--- config.mk ---
export PLATFORM = sky130hd
export DESIGN_NAME = hazard_ctrl
export DESIGN_NICKNAME = d
export VERILOG_FILES = /design/src/rtl/hazard_ctrl.sv
export SDC_FILE = /design/constraint.sdc
export NUM_CORES = 1
export LEC_CHECK = 0
export ABC_AREA = 1
export ABC_CLOCK_PERIOD_IN_PS = 2800
export BUFFER_PORTS_ARGS = -buffer_cell sky130_fd_sc_hd__buf_2
export CAP_MARGIN = 20
export CORE_MARGIN = 3
export CORE_UTILIZATION = 50
export DETAILED_ROUTE_END_ITERATION = 6
export PLACE_DENSITY = 0.76
export SYNTH_ARGS = -nofsm -noshare
export SYNTH_HDL_FRONTEND = slang
export SYNTH_SLANG_ARGS = --single-unit
--- constraint.sdc ---
create_clock -name clk -period 2.8 [get_ports clk]
set_input_delay 0.28 -clock clk [delete_from_list [all_inputs] [get_ports clk]]
set_output_delay 0.28 -clock clk [all_outputs]
set_load 0.05 [all_outputs]
--- src/rtl/hazard_ctrl.sv ---
// hazard_ctrl: pipeline hazard controller for the 5-stage RV64 core.
// Sequences load-use stalls, taken-branch flushes (resolved in MEM) and
// multi-cycle EX occupancy (MUL/DIV), driving the write-enable and
// flush/bubble controls of PC, IF/ID, ID/EX and EX/MEM. Also keeps
// saturating counters of stall cycles and branch flushes.
module hazard_ctrl #(
  parameter int MC_LAT = 4  // EX occupancy of a multi-cycle op, 1..64
) (
  input  logic        clk,
  input  logic        reset,
  input  logic [4:0]  IFID_rs1,
  input  logic [4:0]  IFID_rs2,
  input  logic        IDEX_MemRead,
  input  logic [4:0]  IDEX_rd,
  input  logic        IDEX_mc,
  input  logic        branch_taken,
  output logic        PCWrite,
  output logic        IFID_Write,
  output logic        IFID_Flush,
  output logic        IDEX_Write,
  output logic        IDEX_Bubble,
  output logic        EXMEM_Bubble,
  output logic        mc_busy,
  output logic        mc_done,
  output logic [15:0] stall_cycles,
  output logic [15:0] flush_count
);

  // FSM encoding
  localparam logic [0:0] ST_RUN     = 1'b0;
  localparam logic [0:0] ST_MC_BUSY = 1'b1;

  // A single-cycle op never enters MC_BUSY; otherwise the RUN entry cycle
  // is the first of MC_LAT EX cycles, so the down-counter starts at
  // MC_LAT-2 and the cnt==0 cycle is the final (mc_done) cycle.
  localparam bit         MC_MULTI = (MC_LAT > 1);
  localparam logic [5:0] MC_INIT  = MC_MULTI ? 6'(MC_LAT - 2) : 6'd0;

  localparam logic [15:0] CNT_MAX = 16'hFFFF;

  logic [0:0]  r_state;
  logic [0:0]  w_state_next;
  logic [5:0]  r_cnt;
  logic [5:0]  w_cnt_next;
  logic [15:0] r_stall_cycles;
  logic [15:0] r_flush_count;

  // ---------------------------------------------------------------------
  // Load-use detection: both source fields are always compared, since
  // the decoder does not tell us which sources the ID instruction uses.
  // ---------------------------------------------------------------------
  logic [9:0] w_srcs;
  logic [1:0] w_src_match;
  logic       w_lu;

  assign w_srcs = {IFID_rs2, IFID_rs1};

  generate
    for (genvar gi = 0; gi < 2; gi++) begin : g_src_cmp
      assign w_src_match[gi] = (IDEX_rd == w_srcs[gi*5 +: 5]);
    end
  endgenerate

  assign w_lu = IDEX_MemRead & (IDEX_rd != 5'd0) & (|w_src_match);

  // Decoded per-cycle events after priority resolution
  logic w_in_mc;
  logic w_mc_enter;
  logic w_mc_last;
  logic w_mc_hold;
  logic w_mc_single;
  logic w_lu_stall;

  assign w_in_mc     = (r_state == ST_MC_BUSY);
  assign w_mc_enter  = !branch_taken && !w_in_mc && IDEX_mc && MC_MULTI;
  assign w_mc_single = !branch_taken && !w_in_mc && IDEX_mc && !MC_MULTI;
  assign w_mc_hold   = !branch_taken && w_in_mc && (r_cnt != 6'd0);
  assign w_mc_last   = !branch_taken && w_in_mc && (r_cnt == 6'd0);
  // Load-use only matters in RUN; in MC_BUSY the stall already holds ID.
  assign w_lu_stall  = !branch_taken && !w_in_mc && !IDEX_mc && w_lu;

  // Combinational control outputs from state, cnt and inputs
  always_comb begin
    PCWrite      = 1'b1;
    IFID_Write   = 1'b1;
    IFID_Flush   = 1'b0;
    IDEX_Write   = 1'b1;
    IDEX_Bubble  = 1'b0;
    EXMEM_Bubble = 1'b0;
    mc_busy      = 1'b0;
    mc_done      = 1'b0;
    if (!reset) begin
      if (branch_taken) begin
        // Squash the three younger slots; the PC takes the branch target.
        IFID_Flush   = 1'b1;
        IDEX_Bubble  = 1'b1;
        EXMEM_Bubble = 1'b1;
      end else if (w_mc_enter || w_mc_hold) begin
        // Freeze the front end and feed MEM bubbles while EX is occupied.
        PCWrite      = 1'b0;
        IFID_Write   = 1'b0;
        IDEX_Write   = 1'b0;
        EXMEM_Bubble = 1'b1;
        mc_busy      = 1'b1;
      end else if (w_mc_last) begin
        // Final EX cycle: release the stall and let the op move to MEM.
        mc_busy = 1'b1;
        mc_done = 1'b1;
      end else if (w_mc_single) begin
        mc_done = 1'b1;
      end else if (w_lu_stall) begin
        // Hold PC and IF/ID, push one bubble into EX.
        PCWrite     = 1'b0;
        IFID_Write  = 1'b0;
        IDEX_Bubble = 1'b1;
      end
    end
  end

  // Next-state and down-counter logic
  always_comb begin
    w_state_next = r_state;
    w_cnt_next   = r_cnt;
    if (branch_taken) begin
      w_state_next = ST_RUN;
      w_cnt_next   = 6'd0;
    end else if (w_mc_enter) begin
      w_state_next = ST_MC_BUSY;
      w_cnt_next   = MC_INIT;
    end else if (w_mc_hold) begin
      w_cnt_next   = r_cnt - 6'd1;
    end else if (w_mc_last) begin
      w_state_next = ST_RUN;
      w_cnt_next   = 6'd0;
    end
  end

  // State and counter registers
  always_ff @(posedge clk) begin
    if (reset) begin
      r_state <= ST_RUN;
      r_cnt   <= 6'd0;
    end else begin
      r_state <= w_state_next;
      r_cnt   <= w_cnt_next;
    end
  end

  // Saturating performance counters
  always_ff @(posedge clk) begin
    if (reset) begin
      r_stall_cycles <= 16'd0;
      r_flush_count  <= 16'd0;
    end else begin
      if (!PCWrite && (r_stall_cycles != CNT_MAX))
        r_stall_cycles <= r_stall_cycles + 16'd1;
      if (branch_taken && (r_flush_count != CNT_MAX))
        r_flush_count <= r_flush_count + 16'd1;
    end
  end

  assign stall_cycles = r_stall_cycles;
  assign flush_count  = r_flush_count;

endmodule

==> metrics, run 1 <==
layout cell share with drive strength beyond 1=0.220; largest net degree at the start of global routing=27; Synth Cell Area=approximately 0.0024 mm2; Crit Path Category=reg -> out; Setup TNS Final=0 ns; synth top area cells=dfxtp_1, nand2_1, inv_1; worst-path cell chain=inv_1 -> ha_1 -> nand3_1 -> a21oi_1 -> nand2_2 -> nand2_1 -> buf_2; slowest cell delay on critical path=0.31 ns; Worst EP arrival=1.98 ns; Main synth FF type=dfxtp_1; required time of the critical path=between 2 and 3 ns; initial antenna violation count=0; GRT Overall Usage=0.205; final setup margin=about 0.54 ns; Netlist cell types=28; dpl ws=about 0.83 ns; Die Ht=between 70 and 80 um; Clock transition at path regs=~0.07 ns; Crit path max-delay family=simple AND/OR/NAND/NOR gates; endpoint type of the worst setup path=output port; Root Driver=clkbuf_8; Yosys top cell area share=0.320; drt total wl=between 5000 and 6000 um; initial core utilization=0.539; die area=~0.0058 mm2; Buf/Inv on CP=2; post-DP HPWL=~4400 um; vias per inst=5.08; Slew Viols, Final=0; vias in the first global route=2319; later-pin clock latency in the skew report=roughly 0.30 ns; H-tree levels=2; Critical Path Source Type=flop; Post-synth EDFFs=0; Worst Tran Pin Value=around 0.54 ns; Layout Skew=~0.008 ns; Total Power=1.09 mW; I/O pin count=60; Syn Nets=between 300 and 400; chip width=75.9 um; 1st-iter DRT viols=219; Rows=24; # diodes=0; Lkg Pwr=roughly 1.3 nW; Synth Instances=368; final setup fails=0; I/O Buffers=a little under 60; Hold-fix buffers, CTS=0; # resized after CTS=0; TritonRoute pass-1 iters=5; clk buf depth=2; Routed WL per cell=about 12 um; via count=approximately 2.5k; worst setup path startpoint=r_cnt[0]$_SDFFE_PP0P_; Placer Congestion=~0.9; Post-DRT Antenna Nets=0; Worst Hold Class=in -> reg; P&R area growth vs syn=17.1%; DRC=0; Layout Nets=450; first-pass GRT wire length=between 9000 and 10000 um; post-layout min period=2.26 ns; commonest non-fill, non-tap cell in the layout=nand2_1; run status=finished, final reports clean; Critical-path top delay cell=dfxtp_1; FFs w/ async S/R, synth=0; maxcap violations=0; Synth Register Bits=39; worst min-delay path startpoint=branch_taken; Avg Inst Size Synth=around 6.6 um2; area leader, netlist=dfxtp_1; most frequent cells in the layout=nand2_1, buf_2, inv_1; register area share after synthesis=0.320; Max IR drop VDD=0.000291 V; Inserted Clock Buffers=5; # fillers=420; Slew headroom=0.641; setup bufs post-CTS=0; period utilisation layout=0.807; clock sink count=39; RSZ-0062 raised after global routing=no; Critical R2R Launch=stall_cycles[0]$_SDFFE_PP0P_; CTS tree=built; Fin. Hold Viols=0; max frequency=443 MHz; core area=0.00453 mm2; GRT Residual Overflow=0; synthesis warning total=0; critical path peak fanout=19; Pwr per Cell Area=between 300 and 400 mW/mm2
==> Yosys cell counts (all sizes together), types with 2 or more instances <==
library cell / n
a31oi: 2
nand3: 17
nand4: 23
buf: 4
xor2: 11
a21oi: 32
xnor2: 9
inv: 49
nand2: 95
nor2: 47
dfxtp: 39
o21ai: 11
ha: 4
nor3: 14
clkbuf: 6
==> state kept, by name (all words and copies together), names as in the netlist <==
signal,flops
r_state,1
r_cnt,6
stall_cycles,16
flush_count,16
==> kinds of logic (layout without fill, tap and decap cells) <==
family,Yosys count,in the layout,synth area share
fa+ha+maj,4,4,0.0205
flops,39,39,0.320
buf+inv,60,119,0.101
simple gates,200,200,0.378
compound gates,45,45,0.109
xor+xnor,20,20,0.0717
==> cell type report <==
type / count / area (um2) / area share
tap: 65 / 81.3 / 0.0284
clock inverter: 2 / 12.5 / 0.00437
clock buffer: 6 / 72.6 / 0.0254
multi-input combinational: 269 / 1420 / 0.495
sequential: 39 / 781 / 0.273
inverter: 50 / 188 / 0.0656
timing repair buffer: 61 / 310 / 0.108
==> worst reg2reg max path: stages (launching register included) <==
cell and delay [ns]:
dfxtp_1 0.42, ha_1 0.23, nand2_2 0.09, nor3_4 0.33
nand4_4 0.31, nand3_4 0.33, nand2_1 0.11, a21oi_2 0.11
==> power breakdown <==
part / total (mW) / leakage, nW / internal, mW / switching [mW]
combinational: 0.142 / 0.908 / 0.0403 / 0.102
sequential: 0.565 / 0.315 / 0.560 / 0.00538
clock: 0.385 / 0.0412 / 0.174 / 0.210
total: 1.09 / 1.26 / 0.774 / 0.318
==> routing by layer <==
metal / track usage / wire [um] / up-vias
li1: - / - / 1299
met1: 0.255 / 2680 / 1130
met2: 0.340 / 2700 / 63
met3: 0.0486 / 277 / 8
met4: 0.0906 / 94 / 0
met5: 0 / 0 / -
==> path summary, 6_finish.rpt <==
kind,end,slack [ns],cells past startpoint
max,PCWrite,0.54,7
min,r_cnt[1]$_SDFFE_PP0P_,0.36,4
max reg2reg,stall_cycles[13]$_SDFFE_PP0P_,0.81,7
min reg2reg,flush_count[4]$_SDFFE_PP0P_,0.49,2
==> per-stage QoR <==
| stage | area (um2) | util | instances | hold WS (ns) |
|---|---|---|---|---|
| floorplan | 2440 | - | 368 | 0.454 |
| global placement | 2780 | 0.612 | 484 | 0.467 |
| detailed placement | 2780 | 0.612 | 484 | 0.480 |
| CTS | 2860 | 0.631 | 492 | 0.352 |
| global route | 2860 | 0.631 | 492 | 0.396 |
| finish | 2860 | 0.631 | 492 | 0.360 |
No activity file was read; power rests on OpenSTA's default activity.
==> run 2, diff against run 1 <==
--- a/config.mk
+++ b/config.mk
@@ -6,11 +6,11 @@
 export NUM_CORES = 1
 export LEC_CHECK = 0
 export ABC_AREA = 1
-export ABC_CLOCK_PERIOD_IN_PS = 2800
+export ABC_CLOCK_PERIOD_IN_PS = 1800
 export BUFFER_PORTS_ARGS = -buffer_cell sky130_fd_sc_hd__buf_2
 export CAP_MARGIN = 20
 export CORE_MARGIN = 3
-export CORE_UTILIZATION = 50
+export CORE_UTILIZATION = 48
 export DETAILED_ROUTE_END_ITERATION = 6
 export PLACE_DENSITY = 0.76
 export SYNTH_ARGS = -nofsm -noshare
==> constraint.sdc (replaced) <==
create_clock -name clk -period 1.8 [get_ports clk]
set_input_delay 0.18 -clock clk [delete_from_list [all_inputs] [get_ports clk]]
set_output_delay 0.18 -clock clk [all_outputs]
set_load 0.05 [all_outputs]
==> run 2 against run 1 <==
Against the previous run:
- clock-buffer cell count fell by 1
- hold slack worse by 0.20 ns
- combinational power up 86%
- utilization increased by 2.7 points
- first-iteration DRC count is 23% lower
- via count rose by 7.1%
- non-clock buffer count is 17 higher
- die area rose by 3.8%
- final area increased by 11%
- register-to-register slack worse by 0.78 ns
- critical path depth increased by 4
- clock power is 61% higher
- largest cell class unchanged
==> metrics, run 2 (synthesized netlist as in run 1, its figures left out) <==
Slew headroom=0.645 (+0.00352); drt total wl=6560 um (+14%); DRC=0 (unchanged); initial antenna violation count=0 (unchanged); vias in the first global route=2325 (+0.26%); Fin. Hold Viols=0 (unchanged); Crit Path Category=reg -> reg; RSZ-0062 raised after global routing=yes; Clk pwr share=0.351 (about the same); vias per inst=5.21 (+2.5%); commonest non-fill, non-tap cell in the layout=nand2_1; 1st-iter DRT viols=169 (-23%); die area=0.00598 mm2 (+3.8%); Critical Path Source Type=flop; P&R area growth vs syn=29.6%; Total Power=1.76 mW (+61%); Layout Nets=470 (+4.4%); Sequential Power Share=0.499 (-0.019); Worst EP arrival=2.01 ns (+0.03 ns); Pint=1.23 mW (+58%); Max IR drop VDD=0.000285 V (-2.0%); I/O pin count=60 (unchanged); Clock transition at path regs=0.08 ns (about the same); post-DP HPWL=4570 um (+5.0%); most frequent cells in the layout=nand2_1, buf_2, inv_1; via count=2678 (+7.1%); clock sink count=39 (unchanged); endpoint type of the worst setup path=flop; Rows=25 (+4.2%); GRT Overall Usage=0.204 (-0.00119); later-pin clock latency in the skew report=0.30 ns (about the same); CTS tree=built; post-layout min period=around 1.8 ns; GRT Residual Overflow=0 (unchanged); clk buf depth=2 (unchanged); # fillers=437 (+4.0%); Die Ht=77.4 um (+1.9%); max frequency=roughly 560 MHz; Inserted Clock Buffers=5 (unchanged); initial core utilization=0.507 (-0.0316); H-tree levels=2 (unchanged); Layout Skew=0.00458 ns (-0.00344 ns); Root Driver=clkbuf_8; required time of the critical path=2.04 ns (-0.48 ns); Slew Viols, Final=0 (unchanged); # diodes=0 (unchanged); first-pass GRT wire length=10100 um (+2.0%); switching pwr=532 uW (+67%); Worst Hold Class=in -> reg; Critical R2R Launch=flush_count[0]$_SDFFE_PP0P_; maxcap violations=0 (unchanged); Post-DRT Antenna Nets=0 (unchanged); Switching Share=0.302 (+0.0113); core area=0.00482 mm2 (+6.2%); worst setup path startpoint=flush_count[0]$_SDFFE_PP0P_; Routed WL per cell=12.8 um (+9.2%); TritonRoute pass-1 iters=5 (unchanged); Worst Tran Pin Value=0.529 ns (-0.00875 ns); run status=finished, final reports clean; Placer Congestion=0.872 (-4.0%); Gate power share=0.150 (+0.020); utilization after layout=0.658 (+0.0269); final setup fails=0 (unchanged); worst min-delay path startpoint=reset; critical path peak fanout=5 (-14); chip width=77.4 um (+1.9%); Pwr per Cell Area=555 mW/mm2 (+45%); Hold-fix buffers, CTS=0 (unchanged); largest net degree at the start of global routing=20 (-26%); Lkg Pwr=1.40 nW (+11%); layout cell share with drive strength beyond 1=0.318 (+0.0975); I/O Buffers=59 (unchanged); period utilisation layout=0.983
==> run 2: cell count changes in the layout (fill, tap and decap cells not counted), moves of 4 or more <==
| cell | previous run | this run |
|---|---|---|
| buf_6 | 0 | 8 |
| dfxtp_2 | 0 | 10 |
| dfxtp_1 | 39 | 25 |
| buf_2 | 59 | 53 |
| buf_4 | 2 | 16 |
| dfxtp_4 | 0 | 4 |
==> run 2: worst paths after layout <==
check,slack [ns],to,cells after the start
setup / recovery,0.03,flush_count[3]$_SDFFE_PP0P_,11
hold / removal,0.16,flush_count[15]$_SDFFE_PP0P_,2
setup reg to reg,0.03,flush_count[3]$_SDFFE_PP0P_,11
hold reg to reg,0.45,flush_count[0]$_SDFFE_PP0P_,1
==> run 2: what timing repair did <==
action / 4_1_cts / 5_1_grt
endpoints found under the setup margin: 7 / 35
hold endpoints to repair: 0 / 0
buffers inserted: 1 / 4
cloned: 0 / 3
pin swaps: 2 / 7
gates resized for setup: 7 / 29
==> run 2: worst max-delay path: stages (launching register included) <==
cell and delay [ns]:
dfxtp_4 0.37, ha_1 0.16, nand2_1 0.10, inv_1 0.08, nand2_1 0.07, nor2_2 0.18
nand3_2 0.14, nand2_4 0.17, clkinvlp_4 0.15, nand2_1 0.09, o21ai_0 0.07, a21oi_1 0.12
==> run 2: cell type report <==
class,count,area [um2],share of cell area
inverter,50,191,0.0604
tap,67,83.8,0.0265
multi-input combinational,271,1510,0.476
clock buffer,5,68.8,0.0217
clock inverter,3,17.5,0.00553
sequential,39,808,0.255
timing repair inverter,1,7.51,0.00237
timing repair buffer,78,483,0.152
==> run 2: power groups by stage <==
stage	clock network, mW	registers [mW]	logic (mW)
after floorplan	0	0.917	0.143
after global placement	0	0.897	0.225
after detailed placement	0	0.897	0.228
after CTS	0.626	0.877	0.237
after global routing	0.656	0.879	0.289
final	0.618	0.877	0.264
==> run 2: stage by stage <==
stage                     hold slack [ns]  setup slack, ns  cell area (um2)  TNS, ns  instances
final                               0.157           0.0298             3170        0        514
after global routing                0.178          -0.0883             3170   -0.475        514
after CTS                           0.162          -0.0369             3020  -0.0967        507
after detailed placement            0.439          -0.0148             2900  -0.0326        498
after global placement              0.435           0.0794             2900        0        498
after floorplan                     0.363           0.0266             2480        0        368
==> run 2: layer usage <==
metal  vias up  global-route usage  wire (um)
met5         -                   0          0
met4         0              0.0730         63
met3         7              0.0394        349
met2        87               0.352       3310
met1      1232               0.253       2840
li1       1352                   -          -
==> run 3, diff against run 2 <==
==> config.mk (replaced) <==
export PLATFORM = sky130hd
export DESIGN_NAME = hazard_ctrl
export DESIGN_NICKNAME = d
export VERILOG_FILES = /design/src/rtl/hazard_ctrl.sv
export SDC_FILE = /design/constraint.sdc
export NUM_CORES = 1
export LEC_CHECK = 0
export ABC_CLOCK_PERIOD_IN_PS = 1800
export CAP_MARGIN = 20
export CORE_MARGIN = 3
export CORE_UTILIZATION = 50
export DETAILED_ROUTE_END_ITERATION = 6
export DONT_BUFFER_PORTS = 1
export PLACE_DENSITY = 0.68
export RECOVER_POWER = 50
export SYNTH_ARGS = -nofsm -noshare
export SYNTH_HDL_FRONTEND = slang
export SYNTH_SLANG_ARGS = --single-unit
==> run 3 against run 2 <==
Against the previous run:
- the flow now finishes with violations (negative hold slack, negative setup slack)
- non-clock buffer count down 12
- hold slack worse by 0.22 ns
- final area down 4.5%
- sequential power down 1%
- utilization up 13 points
- sequential cell count unchanged
- cell count down 31%
- first-iteration DRC count down 57%
- clock power up 43%
- critical path depth down 3
- via count down 23%
- wire length down 15%
==> metrics, run 3 <==
Post-synth EDFFs=0 (unchanged); synthesis warning total=0 (unchanged); Worst EP arrival=2.22 ns (+0.21 ns); Critical Path Source Type=flop; reg2reg setup slack=-0.19 ns (-0.22 ns); H-tree levels=2 (unchanged); Gate power share=0.133 (-0.017); required time of the critical path=2.03 ns (about the same); run status=finished with violations; Setup TNS Final=-2.11 ns (-2.11 ns); core area=0.00383 mm2 (-21%); final setup fails=22 (+22); Yosys top cell area share=0.377 (+0.0578); failing checks=negative hold slack, negative setup slack; area leader, netlist=dfxtp_1; period utilisation layout=1.10 (+0.120); later-pin clock latency in the skew report=0.30 ns (about the same); Root Driver=clkbuf_8; Pint=1.52 mW (+24%); critical path peak fanout=7 (+2); register area share after synthesis=0.377 (+0.0578); post-layout min period=1.99 ns (+0.216 ns); initial antenna violation count=0 (unchanged); Clock transition at path regs=0.08 ns (about the same); post-DP HPWL=3900 um (-15%); Critical R2R Launch=r_cnt[1]$_SDFFE_PP0P_; Layout Nets=329 (-30%); final setup margin=-0.186 ns (-0.216 ns); Pwr per Cell Area=666 mW/mm2 (+20%); Die Ht=70.3 um (-9.1%); Netlist cell types=44 (+57%); Synth Instances=244 (-34%); Sequential Power Share=0.430 (-0.069); vias in the first global route=2026 (-13%); Switching Share=0.245 (-0.0577); TritonRoute pass-1 iters=4 (-1); Crit Path Category=reg -> reg; Worst Hold Class=in -> reg; I/O pin count=60 (unchanged); GRT Overall Usage=0.222 (+0.0179); Clk pwr share=0.437 (+0.086); largest net degree at the start of global routing=34 (+70%); die area=0.00495 mm2 (-17%); synth cell count leaders=dfxtp_1, nor2_1, nand2_1; P&R area growth vs syn=46.1%; CTS tree=built; endpoint type of the worst setup path=flop; Lkg Pwr=1.11 nW (-21%); Syn Nets=268 (-32%); Max IR drop VDD=0.000525 V (+84%); switching pwr=492 uW (-7.3%); synth top area cells=dfxtp_1, xnor2_1, xor2_1; chip width=70.3 um (-9.1%); commonest non-fill, non-tap cell in the layout=buf_4; vias per inst=5.79 (+11%); Post-DRT Antenna Nets=0 (unchanged); drt total wl=5600 um (-15%); Routed WL per cell=15.8 um (+24%); # diodes=0 (unchanged); DRC=0 (unchanged); RSZ-0062 raised after global routing=yes; Worst R2R End=stall_cycles[12]$_SDFFE_PP0P_; FFs w/ async S/R, synth=0 (unchanged); clk buf depth=2 (unchanged); most frequent cells in the layout=buf_4, nor2_1, clkbuf_1; initial core utilization=0.541 (+0.0336); GRT Residual Overflow=0 (unchanged); Rows=22 (-12%); Fin. Hold Viols=25 (+25); first-pass GRT wire length=8950 um (-12%); Worst Tran Pin Value=0.782 ns (+0.253 ns); clock sink count=39 (unchanged); Main synth FF type=dfxtp_1; Layout Skew=0.00900 ns (+0.00442 ns); r2r worst-path depth=8 (-3); via count=2051 (-23%); maxcap violations=0 (unchanged); Final Hold Slack=-0.0655 ns (-0.223 ns); I/O Buffers=0 (-100%); max frequency=504 MHz (-11%); hold path cells=1 (-1); Placer Congestion=0.791 (-9.3%); layout cell share with drive strength beyond 1=0.386 (+0.0679); worst min-delay path startpoint=reset; Inserted Clock Buffers=5 (unchanged); Synth Cell Area=0.00207 mm2 (-15%); 1st-iter DRT viols=72 (-57%); Avg Inst Size Synth=8.48 um2 (+28%); Synth Register Bits=39 (unchanged); Slew headroom=0.479 (-0.166); Worst Hold Path EP=flush_count[1]$_SDFFE_PP0P_; Slew Viols, Final=0 (unchanged); count leader, synth=dfxtp_1
## run 3: kinds of logic after synthesis
group	Yosys count	synth area share
buffers and inverters	19	0.0411
xor gates and xnor gates	29	0.123
and+or+nand+nor	111	0.282
AOI/OAI and AO/OA	37	0.126
muxes	5	0.0266
adders and majority gates	4	0.0242
DFF	39	0.377
## run 3: cell type report
cell class | instances | area, um2
clock buffers | 5 | 68.8
clock inverters | 3 | 66.3
fillers | 272 | 802
inverters | 7 | 28.8
multi-input cells | 186 | 1480
flip-flops and latches | 39 | 847
well taps | 48 | 60.1
repair buffers | 66 | 470
## run 3: stage by stage
step / cell area, um2 / util / cells / setup slack, ns / power, mW
after floorplan: 2230 / - / 244 / -0.148 / 1.06
after global placement: 2700 / 0.706 / 342 / -0.148 / 1.10
after detailed placement: 2700 / 0.706 / 342 / -0.179 / 1.11
after CTS: 2910 / 0.761 / 352 / -0.153 / 1.99
after global routing: 3020 / 0.790 / 354 / -0.252 / 2.09
final: 3020 / 0.790 / 354 / -0.186 / 2.01
## run 3: how the worst max path moves through the flow
| stage | startpoint | endpoint | slack [ns] | cells past startpoint |
|---|---|---|---|---|
| finish | r_cnt[1]$_SDFFE_PP0P_ | stall_cycles[12]$_SDFFE_PP0P_ | -0.19 | 8 |
| floorplan | r_cnt[0]$_SDFFE_PP0P_ | PCWrite | -0.15 | 9 |
| CTS | r_cnt[1]$_SDFFE_PP0P_ | stall_cycles[12]$_SDFFE_PP0P_ | -0.15 | 8 |
| global placement | r_cnt[1]$_SDFFE_PP0P_ | stall_cycles[12]$_SDFFE_PP0P_ | -0.15 | 8 |
| global route | r_cnt[1]$_SDFFE_PP0P_ | stall_cycles[3]$_SDFFE_PP0P_ | -0.25 | 8 |
| detailed placement | r_cnt[0]$_SDFFE_PP0P_ | stall_cycles[12]$_SDFFE_PP0P_ | -0.18 | 8 |
## run 3: what timing repair did
| item | 4_1_cts | 5_1_grt |
|---|---|---|
| pin swaps | 2 | 3 |
| hold endpoints to repair | 25 | 25 |
| setup endpoints to repair | 34 | 30 |
| buffers inserted | 2 | 2 |
| cloned | 0 | 1 |
| resized for setup | 14 | 29 |
## run 3: power by group through the flow
stage	sequential, mW	clock, mW	combinational, mW
global route	0.867	0.941	0.287
global placement	0.883	0	0.219
finish	0.865	0.881	0.268
floorplan	0.909	0	0.150
CTS	0.863	0.893	0.238
detailed placement	0.883	0	0.223
## run 3: worst max-delay path: stages (launching register included)
cell and delay [ns]:
dfxtp_2 0.34, inv_2 0.05, ha_4 0.15, and3_4 0.14, a211o_1 0.28, a21boi_4 0.17
buf_4 0.19, or4_1 0.46, a21oi_1 0.12
## run 3: layer usage
layer  global-route usage  up-vias  share of wire
met4               0.0766        0          0.025
met3               0.0633       15          0.055
li1                     -     1004              -
met2                0.406       61           0.51
met1                0.241      971           0.41
met5                    0        -              0
